## config.mk

```make
export PLATFORM = sky130hd
export DESIGN_NAME = interp_x16
export DESIGN_NICKNAME = d
export VERILOG_FILES = /design/src/rtl/interp_x16.sv
export SDC_FILE = /design/constraint.sdc
export NUM_CORES = 1
export LEC_CHECK = 0
export BUFFER_PORTS_ARGS = -buffer_cell sky130_fd_sc_hd__buf_2
export CAP_MARGIN = 5
export CELL_PAD_IN_SITES_DETAIL_PLACEMENT = 1
export CELL_PAD_IN_SITES_GLOBAL_PLACEMENT = 1
export CORE_MARGIN = 2
export CORE_UTILIZATION = 53
export CTS_BUF_LIST = sky130_fd_sc_hd__clkbuf_8 sky130_fd_sc_hd__clkbuf_16
export CTS_CLUSTER_DIAMETER = 30
export DETAILED_ROUTE_END_ITERATION = 10
export PLACE_DENSITY = 0.93
export SYNTH_ARGS = -nofsm -noshare
export SYNTH_HDL_FRONTEND = slang
export SYNTH_SLANG_ARGS = --single-unit
```

## constraint.sdc

```tcl
create_clock -name clock -period 4.4 [get_ports clock]
set_input_delay 0.22 -clock clock [delete_from_list [all_inputs] [get_ports clock]]
set_output_delay 0.22 -clock clock [all_outputs]
set_load 0.02 [all_outputs]
```

## src/rtl/interp_x16.sv

```systemverilog
// interp_x16 -- x16 linear interpolator for low-rate 8-bit samples.
//
// Accepted samples wait in a small FIFO. The control FSM primes a "prev" and
// a "next" endpoint, then produces 16 output samples per input sample. Each
// output is the straight-line value between the two endpoints. When the FIFO
// is empty at a segment boundary, the output holds the last endpoint and a
// sticky underrun flag is set.
//
// Ports
//   clock       system (oversampled) clock, rising edge
//   reset       asynchronous, active-high
//   in_data     signed 8-bit low-rate sample
//   in_valid    in_data valid this cycle
//   in_ready    FIFO can accept (transfer on in_valid && in_ready)
//   out_sample  signed interpolated sample, one per clock
//   out_valid   out_sample meaningful (set once RUN is entered)
//   underrun    sticky: FIFO was empty at a segment boundary
module interp_x16 #(
  parameter int FIFO_DEPTH = 4,
  parameter int RATIO_LOG2 = 4
) (
  input  logic       clock,
  input  logic       reset,
  input  logic [7:0] in_data,
  input  logic       in_valid,
  output logic       in_ready,
  output logic [7:0] out_sample,
  output logic       out_valid,
  output logic       underrun
);

  localparam int AW   = (FIFO_DEPTH > 1) ? $clog2(FIFO_DEPTH) : 1;
  localparam int ACCW = 8 + RATIO_LOG2;

  typedef enum logic [1:0] {IDLE, PRIME, RUN} state_t;

  // ---------------------------------------------------------------- FIFO
  logic [7:0]    mem_q [FIFO_DEPTH];
  logic [AW-1:0] wr_q, rd_q;
  logic [AW:0]   cnt_q;
  logic          full, empty, push, pop;
  logic [7:0]    head;

  assign full  = (cnt_q == (AW+1)'(FIFO_DEPTH));
  assign empty = (cnt_q == '0);
  // Ready comes from the registered count only, so a pop in the same cycle
  // does not make room early. It is held low while reset is asserted.
  assign in_ready = !reset && !full;
  assign push     = in_valid && in_ready;
  assign head     = mem_q[rd_q];

  always_ff @(posedge clock) begin
    if (push) mem_q[wr_q] <= in_data;
  end

  // Depth is a power of two, so the pointers wrap on their own.
  always_ff @(posedge clock or posedge reset) begin
    if (reset) begin
      wr_q  <= '0;
      rd_q  <= '0;
      cnt_q <= '0;
    end else begin
      if (push) wr_q <= wr_q + 1'b1;
      if (pop)  rd_q <= rd_q + 1'b1;
      case ({push, pop})
        2'b10:   cnt_q <= cnt_q + 1'b1;
        2'b01:   cnt_q <= cnt_q - 1'b1;
        default: cnt_q <= cnt_q;
      endcase
    end
  end

  // ---------------------------------------------------------------- FSM
  state_t                state_q, state_d;
  logic [7:0]            prev_q, prev_d, next_q, next_d;
  logic [ACCW-1:0]       acc_q, acc_d;
  logic [RATIO_LOG2-1:0] k_q, k_d;
  logic                  unr_q, unr_d;
  logic                  seg_end;
  logic [8:0]            diff;

  always_ff @(posedge clock or posedge reset) begin
    if (reset) state_q <= IDLE;
    else       state_q <= state_d;
  end

  always_comb begin
    state_d = state_q;
    case (state_q)
      IDLE:    if (!empty) state_d = PRIME;
      PRIME:   if (!empty) state_d = RUN;
      default: state_d = RUN;   // no way back out of RUN except reset
    endcase
  end

  always_comb begin
    seg_end    = (state_q == RUN) && (k_q == '1);
    pop        = !empty && ((state_q == IDLE) || (state_q == PRIME) || seg_end);
    out_valid  = (state_q == RUN);
    out_sample = (state_q == RUN) ? acc_q[ACCW-1 -: 8] : 8'd0;
    underrun   = unr_q;
  end

  // ---------------------------------------------------------------- datapath
  // The 9-bit difference is added every cycle. acc stays within
  // [16*min, 16*max] of the endpoints, so 12 bits never overflow. The top
  // byte of acc is the floored output.
  assign diff = {next_q[7], next_q} - {prev_q[7], prev_q};

  always_comb begin
    prev_d = prev_q;
    next_d = next_q;
    acc_d  = acc_q;
    k_d    = k_q;
    unr_d  = unr_q;
    case (state_q)
      IDLE: if (pop) prev_d = head;
      PRIME: if (pop) begin
        next_d = head;
        acc_d  = {prev_q, {RATIO_LOG2{1'b0}}};
        k_d    = '0;
      end
      default: begin
        if (seg_end) begin
          // Restart exactly on the endpoint, so segments join without a step.
          prev_d = next_q;
          acc_d  = {next_q, {RATIO_LOG2{1'b0}}};
          k_d    = '0;
          if (pop) next_d = head;
          else     unr_d  = 1'b1;   // next stays: diff becomes 0 and output holds
        end else begin
          k_d   = k_q + 1'b1;
          acc_d = acc_q + {{(ACCW-9){diff[8]}}, diff};
        end
      end
    endcase
  end

  always_ff @(posedge clock or posedge reset) begin
    if (reset) begin
      prev_q <= '0;
      next_q <= '0;
      acc_q  <= '0;
      k_q    <= '0;
      unr_q  <= 1'b0;
    end else begin
      prev_q <= prev_d;
      next_q <= next_d;
      acc_q  <= acc_d;
      k_q    <= k_d;
      unr_q  <= unr_d;
    end
  end

endmodule

```

* Word-level counts from Yosys, hierarchy flattened
Memories as Yosys holds them, arrays and structs flattened.
Cells that the tools add are included.
** Word-level totals
- Memories kept :: 1
- Word-level logic and storage cells :: 70
- Output and inout bits :: 11
- Bits in registers :: 42
- Memory bits (writable) :: 32
- Input port bits :: 11
** Operators by class
- Bitwise operators :: 4
- $add $sub $neg :: 7
- Equality and inequality tests :: 10
- Mux-type cells :: 19
- Reductions and logical operators :: 20
** Memory list
- mem_q :: words 4, width 8, read ports 1, clocked after memory_dff 0, write ports 1, RTL line 38 : logic [7:0] mem_q [FIFO_DEPTH];
** Operator list (number)
- 8-bit 2-to-1 mux :: 5
- 8-bit one-hot mux with 2 select lines :: 2
- 12-bit 2-to-1 mux :: 2
- 12-bit one-hot mux with 2 select lines :: 1
- 12-bit adder :: 1
- 8-bit by 8-bit subtractor with 9-bit output :: 1
- 4-bit 2-to-1 mux :: 2
- 2-bit != test, second input constant :: 4
- 4-bit one-hot mux with 2 select lines :: 1
- 3-bit one-hot mux with 2 select lines :: 1
- 2-bit AND reduction :: 3
- 3-bit AND reduction :: 2
- 2-bit nonzero test :: 3
- 2-bit by 1-bit adder with 2-bit output, second input constant :: 2
- 4-bit by 1-bit adder with 4-bit output, second input constant :: 1
- 2-bit by 1-bit equality test with 1-bit output, second input constant :: 2
- 2-bit equality test, second input constant :: 2
- 4-bit equality test, second input constant :: 1
- 1-bit logical AND :: 4
- 2-bit 2-to-1 mux :: 2
- 1-bit NOT :: 4
- 2-bit one-hot mux with 2 select lines :: 1
- 3-bit by 1-bit adder with 3-bit output, second input constant :: 1
- 3-bit equality test, second input constant :: 1
- other kinds (7) :: 11

* Logic depth before layout (Yosys ltp)
Gate-level depths: netlist (run 1).
- Depth after elaboration :: 7
- Depth in mapped cells :: 15
- Depth with buffers taken out :: 15

* Worst setup path after synthesis (run 1)
No wires, ideal clock.
- Path kind :: register -> register
- Start :: register prev_q[1]
- End :: register acc_q[10]
- Library setup time :: 0.080 ns
- Path buffers :: 0
- Cell stages (with the launch flop) :: 16
- Arrival time :: 2.846 ns
- Required time :: 4.320 ns
- Period minus slack after synthesis :: 2.926 ns
- Setup slack :: 1.474 ns
- Cell sequence :: dfrtp_1 > inv_1 > ha_1 > nor2b_1 > o21ai_0 > a21boi_0 > o21ai_0 > a21oi_1 > xor2_1 > ha_1 > a21o_1 > o21ai_1 > a21boi_1 > and3_1 > a211o_1 > nor3_2
** Between the ends
- Cells in the longest elaborated chain, start to end :: 4
** Ends and longest elaborated chain
- from (decl) :: RTL line 75 : logic [7:0] prev_q, prev_d, next_q, next_d;
- from (signal assigned) :: RTL line 147 : prev_q <= prev_d;
- 8-bit by 8-bit subtractor with 9-bit output :: RTL line 108 : assign diff = {next_q[7], next_q} - {prev_q[7], prev_q};
- 12-bit adder :: RTL line 133 : acc_d = acc_q + {{(ACCW-9){diff[8]}}, diff};
- 12-bit 2-to-1 mux :: RTL line 124 : if (seg_end) begin
- 12-bit one-hot mux with 2 select lines :: RTL line 116 : case (state_q)
- to (signal assigned) :: RTL line 143 : acc_q <= '0;
- to (signal assigned) :: RTL line 149 : acc_q <= acc_d;
- to (decl) :: RTL line 76 : logic [ACCW-1:0] acc_q, acc_d;
No other way between the ends.
A chain may end at the register's enable or synchronous reset.

* Worst setup path after layout (run 1)
Ends and elaborated chain as after synthesis.

==> metrics.csv, run 1 <==
stage,metric,value,unit
status,status,finished with violations,
status,failing checks,hold timing,
die,Die X,92.1,microns
final_layout,register area,2010,sq um
clock_tree,CTS tree,built,
final_layout,Multi-input gate area,1940,sq um
die,row cnt,32,
global_routing,initial antenna violation count,0,
timing,FMAX,0.301,GHz
yosys,Syn Nets,400,
detailed_routing,drc violations,0,
clock_tree,Inserted Clock Buffers,9,
timing,worst-margin pin slew,1070,ps
timing,hold_ws,-1.76,ps
timing,Fin. Hold Viols,5,
die,core area,7610,sq um
yosys,register area share after synthesis,48.9,%
timing,fin. max-slew vios,0,
final_layout,Final nets,422,
yosys,synthesized area per cell,11.5,sq um
timing,setup TNS,0,ps
clock_tree,root buffer cell,clkbuf_8,
global_routing,grt ovf,0,
worst_setup_path,Crit Path Category,reg -> reg,
yosys,"Top FF cell, synth",dfrtp_1,
yosys,mux share of post-synthesis cell area,9.51,%
final_layout,cell area after layout,4450,sq um
placement,dpl cell area,4280,sq um
detailed_routing,violation count after the first detailed-route iteration,152,
placement,RePlAce Congestion,0.879,
timing,RSZ-0062 raised after global routing,no,
global_routing,vias in the first global route,3102,
detailed_routing,DR vias,2813,
yosys,Netlist cell types,56,
global_routing,gr usage total,23.7,%
yosys,Async SR Flop Fraction,56.8,%
timing,Tmin final,3330,ps
yosys,Post-Synth Adder-Cell Area,9.66,%
yosys,Syn Std Cell Area,4120,sq um
clock_tree,Clock Path Buffers,2,
yosys,Post-Synth XOR/XNOR Area,4.04,%
yosys,most common cell in the netlist,dfrtp_1,
worst_hold_path,Worst Hold Class,in -> async,
yosys,Post-synth top cells,"dfrtp_1, edfxtp_1, ha_1",
yosys,Cells after Synth,359,
yosys,"top cells by area, synth","dfrtp_1, edfxtp_1, ha_1",
worst_setup_path,"Req. time, crit path",4690,ps
clock_tree,clock-pin slew on the worst setup and hold paths,80,ps
timing,Tcrit/Tclk final,75.6,%
final_layout,Ant. Diodes,0,
detailed_routing,ANT nets after route,0,
global_routing,largest net degree at the start of global routing,43,
final_layout,proportion of layout cells with a drive suffix above 1,17.6,%
clock_tree,worst skew pair latency,360,ps
worst_setup_path,element type at the critical path start,flip-flop,
yosys,area share of the largest cell type after synthesis,25.5,%
die,Top Ports,22,
yosys,"FF+latch count, synth",74,
die,Die Y,92.1,microns
yosys,Post-synth EDFFs,32,
detailed_routing,DRT Pass-1 Iters,4,
clock_tree,Num Clock Sinks,74,
detailed_routing,Via density,5.76,
run,Max Cap Viol,0,
die,initial core utilization,54.1,%
worst_setup_path,worst-path fanout max,8,
yosys,largest family of logic cells by synthesized area,simple AND/OR/NAND/NOR gates,
clock_tree,H-Tree Depth,3,
timing,Max-slew headroom,28.3,%
final_layout,Layout area overhead,8.11,%
yosys,Simple-Gate Fraction of Synth Area,12.3,%
timing,Final setup viols,0,
worst_setup_path,CP Capture Type,flip-flop,
yosys,largest area contributor in the netlist,dfrtp_1,
yosys,complex-gate fraction of the synthesized area,11.7,%
timing,Setup Skew,14.8,ps
detailed_routing,Post-Route WL,9.07,mm
die,die area,8490,sq um
clock_tree,hold_buf cts,0,
final_layout,Fillers,810,
detailed_routing,WL/cell,18.6,microns
worst_setup_path,Worst Path Arrival,3610,ps
clock_tree,Resize count post-CTS,0,
yosys,Yosys warning total,0,
placement,Port Buffers,21,
placement,Detailed Place HPWL,6.87,mm
global_routing,global-route wire length before repair,15.4,mm
clock_tree,setup repair bufs after CTS,0,
==> area by class of cell <==
cell class,instances,share of cell area [%]
Sequential cell,74,45.2
Clock inverter,7,0.984
Tap cell,102,2.87
Inverter,24,2.02
Multi-Input combinational cell,250,43.6
Clock buffer,9,2.78
Timing Repair Buffer,22,2.53
==> cell families (layout without fill, tap and decap cells) <==
| family | Yosys count | count (layout) |
|---|---|---|
| compound gates | 77 | 77 |
| xor+xnor | 19 | 19 |
| fa+ha+maj | 30 | 30 |
| buf+inv | 35 | 62 |
| flops | 74 | 74 |
| mux | 28 | 28 |
| simple gates | 96 | 96 |
==> flip-flops by register name (all words and copies together) (netlist names) <==
signal	count
acc_q	12
cnt_q	3
k_q	4
mem_q	32
next_q	8
prev_q	8
rd_q	2
state_q	2
underrun	1
wr_q	2
==> final timing paths <==
path	cells after the start	end	slack, ps	start
min in group clock	1	mem_q[2][3]$_DFFE_PP_	70	in_data[3]
max in group asynchronous	3	acc_q[11]$_DFFE_PP0P_	4020	reset
min reg2reg	1	underrun$_DFFE_PP0P_	460	underrun$_DFFE_PP0P_
min	3	wr_q[1]$_DFFE_PP0P_	-2	reset
max reg2reg	15	acc_q[10]$_DFFE_PP0P_	1070	prev_q[1]$_DFFE_PP0P_
max	15	acc_q[10]$_DFFE_PP0P_	1070	prev_q[1]$_DFFE_PP0P_
==> routing by layer <==
layer,global-route usage (%),wire [microns],share of wire [%],vias to the layer above
met5,0,0,0,-
met3,3.62,239,2.6,17
li1,-,-,-,1335
met1,29.6,3900,43,1411
met2,41.1,4730,52,50
met4,9.70,203,2.2,0
==> through the flow <==
step,setup WS [ps],utilization (%),instances
global route,749,58.5,488
finish,1070,58.5,488
floorplan,1470,-,359
CTS,1090,58.5,488
detailed placement,1140,56.3,472
global placement,1300,56.3,472
==> cell usage in the layout (no fill, tap or decap), types with 7 or more instances in the layout <==
| cell type | Yosys | routed |
|---|---|---|
| a21oi_1 | 21 | 21 |
| a31oi_1 | 7 | 7 |
| and2_1 | 9 | 9 |
| and3_1 | 8 | 8 |
| buf_2 | 2 | 21 |
| clkbuf_8 | 0 | 9 |
| dfrtp_1 | 42 | 42 |
| edfxtp_1 | 32 | 32 |
| ha_1 | 27 | 27 |
| inv_1 | 24 | 24 |
| mux2_2 | 9 | 9 |
| mux2i_1 | 11 | 11 |
| mux4_2 | 8 | 8 |
| nand2_1 | 20 | 20 |
| nor2_1 | 23 | 23 |
| o21ai_0 | 17 | 17 |
| xnor2_1 | 10 | 10 |
| xor2_1 | 9 | 9 |
==> worst max-delay path: stages, from the launching register on <==
cell	delay, ps
dfrtp_1	410
inv_1	80
ha_1	290
nor2b_1	120
o21ai_0	200
a21boi_0	150
o21ai_0	250
a21oi_1	120
xor2_1	150
ha_1	370
a21o_1	240
o21ai_1	140
a21boi_1	90
and3_1	180
a211o_1	300
nor3_2	140
Power of run 1 is not shown: default switching activity piles up to over one toggle a cycle in this logic, so the estimate is an artifact.
==> inputs of run 2 (changes only) <==
--- a/config.mk
+++ b/config.mk
@@ -5,16 +5,17 @@
 export SDC_FILE = /design/constraint.sdc
 export NUM_CORES = 1
 export LEC_CHECK = 0
+export ABC_AREA = 1
 export BUFFER_PORTS_ARGS = -buffer_cell sky130_fd_sc_hd__buf_2
 export CAP_MARGIN = 5
 export CELL_PAD_IN_SITES_DETAIL_PLACEMENT = 1
 export CELL_PAD_IN_SITES_GLOBAL_PLACEMENT = 1
 export CORE_MARGIN = 2
-export CORE_UTILIZATION = 53
+export CORE_UTILIZATION = 43
 export CTS_BUF_LIST = sky130_fd_sc_hd__clkbuf_8 sky130_fd_sc_hd__clkbuf_16
 export CTS_CLUSTER_DIAMETER = 30
 export DETAILED_ROUTE_END_ITERATION = 10
-export PLACE_DENSITY = 0.93
+export PLACE_DENSITY = 0.85
 export SYNTH_ARGS = -nofsm -noshare
 export SYNTH_HDL_FRONTEND = slang
 export SYNTH_SLANG_ARGS = --single-unit
==> constraint.sdc (replaced) <==
create_clock -name clock -period 2.7 [get_ports clock]
set_input_delay 0.135 -clock clock [delete_from_list [all_inputs] [get_ports clock]]
set_output_delay 0.135 -clock clock [all_outputs]
set_load 0.02 [all_outputs]
==> run 2 against run 1 <==
  * Die area up 24%
  * Critical path depth rose by 5
  * Non-clock buffer count up 61
  * Wire length rose by 42%
  * Worst hold slack gained 230 ps
  * The flow finishes with violations (setup timing)
  * Synthesized cell count grew 31%
  * Sequential share of layout area shrank 8.3 points
  * Global-route usage increased by 0.63 points
  * Sequential cell count stayed put
  * Fmax rose by 9.1%
==> metrics.csv, run 2 <==
stage,metric,value,unit,change
global_routing,gr usage total,24.3,%,was 23.7%
clock_tree,Clock Path Buffers,2,,unchanged
status,failing checks,setup timing,,was hold timing
final_layout,"most common cell after layout, fill and taps aside",nand2_1,,was dfrtp_1
detailed_routing,violation count after the first detailed-route iteration,98,,was 152
final_layout,Layout area overhead,30.9,%,was 8.11%
yosys,Syn Std Cell Area,4170,sq um,was 4120 sq um
detailed_routing,Via density,5.40,,was 5.76
clock_tree,Num Clock Sinks,74,,unchanged
final_layout,"non-filler cells, final",687,,was 488
clock_tree,worst skew pair latency,370,ps,was 360 ps
worst_setup_path,CP Capture Type,flip-flop,,unchanged
yosys,register area share after synthesis,48.2,%,was 48.9%
timing,Final WS setup,-347,ps,was 1070 ps
yosys,Cells after Synth,469,,was 359
global_routing,global-route wire length before repair,19.4,mm,was 15.4 mm
placement,RePlAce Congestion,0.845,,was 0.879
worst_setup_path,Worst Path Arrival,3350,ps,was 3610 ps
detailed_routing,drc violations,0,,unchanged
timing,Setup Skew,13.4,ps,was 14.8 ps
placement,Port Buffers,21,,unchanged
clock_tree,clock-pin slew on the worst setup and hold paths,90,ps,was 80 ps
yosys,Post-synth top cells,"nand2_1, inv_1, dfrtp_1, nor2_1, a21oi_1",,"was dfrtp_1, edfxtp_1, ha_1"
die,core area,9330,sq um,was 7610 sq um
die,initial core utilization,44.7,%,was 54.1%
clock_tree,root buffer cell,clkbuf_8,,unchanged
timing,Max-slew headroom,48.2,%,was 28.3%
timing,worst-margin pin slew,774,ps,was 1070 ps
yosys,Netlist cell types,38,,was 56
yosys,Async SR Flop Fraction,56.8,%,unchanged
yosys,area share of the largest cell type after synthesis,25.2,%,was 25.5%
status,status,finished with violations,,unchanged
die,Die X,102,microns,was 92.1 microns
timing,Tmin final,3050,ps,was 3330 ps
yosys,Yosys warning total,0,,unchanged
final_layout,Top Registers,"mem_q x32, acc_q x12",,unchanged
clock_tree,H-Tree Depth,3,,unchanged
yosys,synthesized area per cell,8.89,sq um,was 11.5 sq um
timing,Final setup viols,8,,was 0
yosys,"Top FF cell, synth",dfrtp_1,,unchanged
global_routing,largest net degree at the start of global routing,25,,was 43
clock_tree,CTS tree,built,,unchanged
detailed_routing,Post-Route WL,12.9,mm,was 9.07 mm
yosys,most common cell in the netlist,nand2_1,,was dfrtp_1
timing,Tcrit/Tclk final,113,%,was 75.6%
worst_setup_path,critical path's largest stage delay,400,ps,was 410 ps
final_layout,Final nets,594,,was 422
timing,hold_ws,232,ps,was -1.76 ps
global_routing,vias in the first global route,3919,,was 3102
worst_hold_path,Worst Hold Class,in -> reg,,was in -> async
placement,dpl ws,-256,ps,was 1140 ps
placement,Detailed Place HPWL,8.12,mm,was 6.87 mm
timing,fin. max-slew vios,0,,unchanged
die,Top Ports,22,,unchanged
global_routing,grt ovf,0,,unchanged
detailed_routing,ANT nets after route,0,,unchanged
timing,RSZ-0062 raised after global routing,yes,,was no
final_layout,proportion of layout cells with a drive suffix above 1,29.9,%,was 17.6%
final_layout,"commonest cells after routing, fill and taps aside","nand2_1, buf_4, inv_1",,"was dfrtp_1, edfxtp_1, ha_1"
detailed_routing,DRT Pass-1 Iters,4,,unchanged
final_layout,Ant. Diodes,0,,unchanged
final_layout,number of flip-flops in the largest register,32,,unchanged
yosys,"FF+latch count, synth",74,,unchanged
clock_tree,Inserted Clock Buffers,9,,unchanged
worst_setup_path,element type at the critical path start,flip-flop,,unchanged
timing,Fin. Hold Viols,0,,was 5
detailed_routing,DR vias,3712,,was 2813
die,row cnt,35,,was 32
worst_setup_path,CP cell instances,inv_2 -> ha_4 -> a21oi_2 -> o21ai_2 -> nand2_1 -> nand2_2 -> a21oi_2 -> xor2_1 -> inv_2 -> buf_4 -> ha_4 -> nand2_2 -> inv_2 -> nand2_2 -> inv_2 -> a21oi_2 -> buf_4 -> nor2_2 -> o221ai_2 -> a21oi_2,,was inv_1 -> ha_1 -> nor2b_1 -> o21ai_0 -> a21boi_0 -> o21ai_0 -> a21oi_1 -> xor2_1 -> ha_1 -> a21o_1 -> o21ai_1 -> a21boi_1 -> and3_1 -> a211o_1 -> nor3_2
global_routing,initial antenna violation count,0,,unchanged
final_layout,register name with the most flops,mem_q,,unchanged
yosys,"top cells by area, synth","dfrtp_1, edfxtp_1, nand2_1",,"was dfrtp_1, edfxtp_1, ha_1"
worst_setup_path,"Req. time, crit path",3000,ps,was 4690 ps
die,die area,10500,sq um,was 8490 sq um
worst_setup_path,Crit Path Category,reg -> reg,,unchanged
placement,dpl cells,652,,was 472
timing,FMAX,0.328,GHz,was 0.301 GHz
detailed_routing,WL/cell,18.8,microns,was 18.6 microns
yosys,largest area contributor in the netlist,dfrtp_1,,unchanged
worst_setup_path,Slowest cell on crit path,dfrtp_1,,unchanged
die,Die Y,102,microns,was 92.1 microns
yosys,Syn Nets,510,,was 400
yosys,Post-synth EDFFs,32,,unchanged
worst_setup_path,worst-path fanout max,3,,was 8
run,Max Cap Viol,0,,unchanged
==> run 2: cell types whose count changed after synthesis, sizes merged, moves of 8 or more <==
cell,before,now
mux2,9,0
nand2,23,105
nor2,24,44
nand3,5,19
mux4,8,0
inv,24,64
and2,10,0
mux2i,11,0
o211ai,1,10
a32o,0,8
a21oi,22,37
==> run 2: worst max-delay path, delay by kind of cell, from the launching register on <==
| family | cells | cell delay [ps] |
|---|---|---|
| DFF | 1 | 400 |
| xor gates and xnor gates | 1 | 230 |
| buffers and inverters | 6 | 620 |
| adders and majority gates | 2 | 490 |
| AOI/OAI and AO/OA | 6 | 780 |
| and+or+nand+nor | 5 | 450 |
==> run 2: repair_timing <==
action,in CTS,in global routing
gates resized for setup,27,54
hold endpoints to repair,50,0
endpoints found under the setup margin,8,9
hold buffers,9,0
pin swaps,12,22
setup buffers,3,7
==> run 2: final timing paths <==
| check | start | end | slack (ps) | cells after the start |
|---|---|---|---|---|
| min in group asynchronous | reset | acc_q[8]$_DFFE_PP0P_ | 370 | 3 |
| worst max-delay path | prev_q[2]$_DFFE_PP0P_ | acc_q[7]$_DFFE_PP0P_ | -350 | 20 |
| worst max register to register | prev_q[2]$_DFFE_PP0P_ | acc_q[7]$_DFFE_PP0P_ | -350 | 20 |
| worst min-delay path | in_valid | wr_q[0]$_DFFE_PP0P_ | 230 | 3 |
| max in group asynchronous | reset | prev_q[0]$_DFFE_PP0P_ | 1590 | 4 |
| worst min register to register | underrun$_DFFE_PP0P_ | underrun$_DFFE_PP0P_ | 500 | 1 |
==> run 2: area by class of cell <==
| cell class | instances | area (sq um) |
|---|---|---|
| Clock buffer | 9 | 124 |
| Clock inverter | 7 | 103 |
| Fill cell | 1078 | 3870 |
| Inverter | 65 | 244 |
| Multi-Input combinational cell | 320 | 2220 |
| Sequential cell | 74 | 2010 |
| Tap cell | 129 | 161 |
| Timing Repair Buffer | 83 | 593 |
==> run 2: cells by family (layout without fill, tap and decap cells) <==
logic type | Yosys count | count (layout) | share of synthesized area, %
AO/OA/AOI/OAI | 100 | 100 | 14.5
buffers and inverters | 75 | 164 | 7.26
AND/OR/NAND/NOR | 175 | 175 | 17.3
adder cells (fa/ha/maj) | 30 | 30 | 9.54
flip-flops | 74 | 74 | 48.2
XOR/XNOR | 15 | 15 | 3.15
==> run 2: through the flow <==
step / area, sq um / TNS [ps] / utilization, %
after floorplan: 4170 / 0 / -
after global placement: 4700 / -846 / 50.4
after detailed placement: 4700 / -1320 / 50.4
after CTS: 5160 / -349 / 55.3
after global routing: 5460 / -2890 / 58.5
final: 5460 / -1640 / 58.5
==> run 2: routing by layer <==
metal  vias up  track usage, %  wire length [microns]
met2        79            43.8                   6990
met4         0            10.6                    391
met1      1866            28.8                   5180
li1       1737               -                      -
met5         -               0                      0
met3        30            3.53                    334
Power of run 2 is left out for the same reason.
==> inputs of run 3 (changes only) <==
--- a/config.mk
+++ b/config.mk
@@ -11,11 +11,11 @@
 export CELL_PAD_IN_SITES_DETAIL_PLACEMENT = 1
 export CELL_PAD_IN_SITES_GLOBAL_PLACEMENT = 1
 export CORE_MARGIN = 2
-export CORE_UTILIZATION = 43
-export CTS_BUF_LIST = sky130_fd_sc_hd__clkbuf_8 sky130_fd_sc_hd__clkbuf_16
+export CORE_UTILIZATION = 44
+export CTS_BUF_LIST = sky130_fd_sc_hd__clkbuf_8
 export CTS_CLUSTER_DIAMETER = 30
 export DETAILED_ROUTE_END_ITERATION = 10
-export PLACE_DENSITY = 0.85
+export PLACE_DENSITY = 0.87
 export SYNTH_ARGS = -nofsm -noshare
 export SYNTH_HDL_FRONTEND = slang
 export SYNTH_SLANG_ARGS = --single-unit
==> run 3 against run 2 <==
  * The flow still finishes with violations (setup timing)
  * Design area is 0.28% lower
  * Die area is 2.2% lower
  * Wire length is 4.2% higher
  * Via count is 1.1% higher
  * Critical path depth is 2 higher
  * Largest cell class unchanged
==> metrics.csv, run 3 (same netlist as run 2, synthesis figures left out) <==
stage,metric,value,unit,change
status,status,finished with violations,,unchanged
status,failing checks,setup timing,,unchanged
worst_setup_path,Slowest cell on crit path,fa_2,,was dfrtp_1
detailed_routing,DRT Pass-1 Iters,4,,unchanged
clock_tree,CTS tree,built,,unchanged
timing,Setup Skew,7.05,ps,was 13.4 ps
worst_setup_path,"Req. time, crit path",2950,ps,was 3000 ps
die,initial core utilization,45.1,%,was 44.7%
placement,RePlAce Congestion,0.826,,was 0.845
final_layout,utilization after layout,58.9,%,was 58.5%
worst_hold_path,Worst Hold Class,in -> reg,,unchanged
worst_setup_path,Crit path buffers/inverters,4,,was 6
worst_setup_path,Worst Path Arrival,3280,ps,was 3350 ps
worst_setup_path,critical path depth,22,,was 20
timing,Tcrit/Tclk final,112,%,was 113%
die,Die X,101,microns,was 102 microns
global_routing,vias in the first global route,4029,,was 3919
clock_tree,Num Clock Sinks,74,,unchanged
die,row cnt,35,,unchanged
placement,Detailed Place HPWL,8.29,mm,was 8.12 mm
worst_setup_path,element type at the critical path start,flip-flop,,unchanged
die,Die Y,101,microns,was 102 microns
global_routing,global-route wire length before repair,20.1,mm,was 19.4 mm
detailed_routing,drc violations,0,,unchanged
worst_setup_path,"most used cell, CP",nand2_1,,
detailed_routing,Via density,5.45,,was 5.40
worst_setup_path,Worst path top cell family by delay,simple AND/OR/NAND/NOR gates,,was compound AO/OA/AOI/OAI gates
timing,FMAX,0.331,GHz,was 0.328 GHz
clock_tree,Inserted Clock Buffers,9,,unchanged
global_routing,gr usage total,25.5,%,was 24.3%
clock_tree,clock-pin slew on the worst setup and hold paths,80,ps,was 90 ps
timing,Fin. Hold Viols,0,,unchanged
final_layout,Top Registers,"mem_q x32, acc_q x12",,unchanged
final_layout,Fillers,1012,,was 1078
clock_tree,Clock Path Buffers,2,,unchanged
final_layout,Final nets,596,,was 594
final_layout,Multi-input gate area,2190,sq um,was 2220 sq um
final_layout,"most common cell after layout, fill and taps aside",nand2_1,,unchanged
placement,Port Buffers,21,,unchanged
worst_setup_path,CP cell instances,inv_2 -> ha_4 -> fa_2 -> inv_1 -> nand2_1 -> nand2_2 -> buf_4 -> nand3_2 -> nand2_2 -> nand2_1 -> nand2_2 -> ha_4 -> a21oi_2 -> nor2_1 -> nor2_1 -> nand3_2 -> nor2_4 -> inv_1 -> nand2_1 -> nand3_1 -> nand2_1 -> a21oi_1,,was inv_2 -> ha_4 -> a21oi_2 -> o21ai_2 -> nand2_1 -> nand2_2 -> a21oi_2 -> xor2_1 -> inv_2 -> buf_4 -> ha_4 -> nand2_2 -> inv_2 -> nand2_2 -> inv_2 -> a21oi_2 -> buf_4 -> nor2_2 -> o221ai_2 -> a21oi_2
final_layout,proportion of layout cells with a drive suffix above 1,28.9,%,was 29.9%
global_routing,grt ovf,0,,unchanged
final_layout,register name with the most flops,mem_q,,unchanged
clock_tree,worst skew pair latency,360,ps,was 370 ps
global_routing,initial antenna violation count,0,,unchanged
detailed_routing,DR vias,3753,,was 3712
clock_tree,H-Tree Depth,3,,unchanged
detailed_routing,WL/cell,19.5,microns,was 18.8 microns
timing,fin. max-slew vios,0,,unchanged
timing,worst-margin pin slew,830,ps,was 774 ps
final_layout,"commonest cells after routing, fill and taps aside","nand2_1, inv_1, buf_4",,"was nand2_1, buf_4, inv_1"
die,die area,10300,sq um,was 10500 sq um
global_routing,largest net degree at the start of global routing,23,,was 25
timing,Final WS setup,-323,ps,was -347 ps
worst_setup_path,Crit Path Category,reg -> reg,,unchanged
timing,hold_ws,233,ps,was 232 ps
clock_tree,root buffer cell,clkbuf_8,,unchanged
timing,RSZ-0062 raised after global routing,yes,,unchanged
final_layout,number of flip-flops in the largest register,32,,unchanged
die,Top Ports,22,,unchanged
final_layout,register area,2010,sq um,unchanged
worst_hold_path,worst hold path stage count,3,,unchanged
final_layout,Ant. Diodes,0,,unchanged
worst_setup_path,critical path's largest stage delay,400,ps,about the same
timing,Final setup viols,8,,unchanged
detailed_routing,ANT nets after route,0,,unchanged
worst_setup_path,worst-path fanout max,4,,was 3
run,Max Cap Viol,0,,unchanged
worst_setup_path,CP Capture Type,flip-flop,,unchanged
final_layout,Layout area overhead,30.5,%,was 30.9%
timing,Max-slew headroom,44.4,%,was 48.2%
detailed_routing,violation count after the first detailed-route iteration,146,,was 98
die,core area,9240,sq um,was 9330 sq um
detailed_routing,Post-Route WL,13.4,mm,was 12.9 mm
worst_setup_path,cell count of the worst reg-to-reg path,22,,was 20
timing,Tmin final,3020,ps,was 3050 ps
[run 3: cell types whose count changed in the layout (fill, tap and decap cells not counted), sizes merged]
| cell | before | now |
|---|---|---|
| inv | 64 | 65 |
| clkinv | 5 | 2 |
| clkinvlp | 1 | 3 |
| buf | 74 | 76 |
[run 3: metal layers]
metal,track usage [%],share of wire (%)
met1,30.1,40
met2,47.1,55
met3,4.21,2.4
met4,8.00,2.9
met5,0,0
[run 3: worst register-to-register path, delay by kind of cell (launching register included)]
kind | cells | cell delay (ps)
AOI/OAI and AO/OA | 2 | 220
buffers and inverters | 4 | 310
adders and majority gates | 3 | 800
DFF | 1 | 380
and+or+nand+nor | 13 | 1200
[run 3: final timing paths]
check                                      start               endpoint  slack, ps
max                        next_q[0]$_DFFE_PP0P_  acc_q[11]$_DFFE_PP0P_       -320
min                                     in_valid    wr_q[0]$_DFFE_PP0P_        230
max reg2reg                next_q[0]$_DFFE_PP0P_  acc_q[11]$_DFFE_PP0P_       -320
min reg2reg                 underrun$_DFFE_PP0P_   underrun$_DFFE_PP0P_        510
max in group asynchronous                  reset  next_q[4]$_DFFE_PP0P_       1540
min in group asynchronous                  reset    rd_q[0]$_DFFE_PP0P_        430
[run 3: what timing repair did]
item / 4_1_cts / 5_1_grt
endpoints found under the setup margin: 9 / 9
endpoints found under the hold margin: 50 / 0
setup buffers: 5 / 7
hold buffers: 9 / 0
pin swaps: 13 / 36
resized for setup: 23 / 53
[run 3: final cells by class]
type	instances	area share [%]
multi-input combinational	320	40.2
sequential	74	37.0
timing repair buffer	85	11.3
inverter	65	4.48
tap	129	2.96
clock buffer	9	2.28
clock inverter	7	1.84
[run 3: per-stage QoR]
step	std cells	TNS [ps]	setup slack (ps)	instance area, sq um
finish	689	-1770	-323	5440
floorplan	469	0	55.2	4170
detailed placement	652	-1820	-366	4700
CTS	682	-783	-190	5150
global placement	652	-695	-185	4700
global route	689	-2970	-497	5440
Power of run 3 is left out for the same reason.
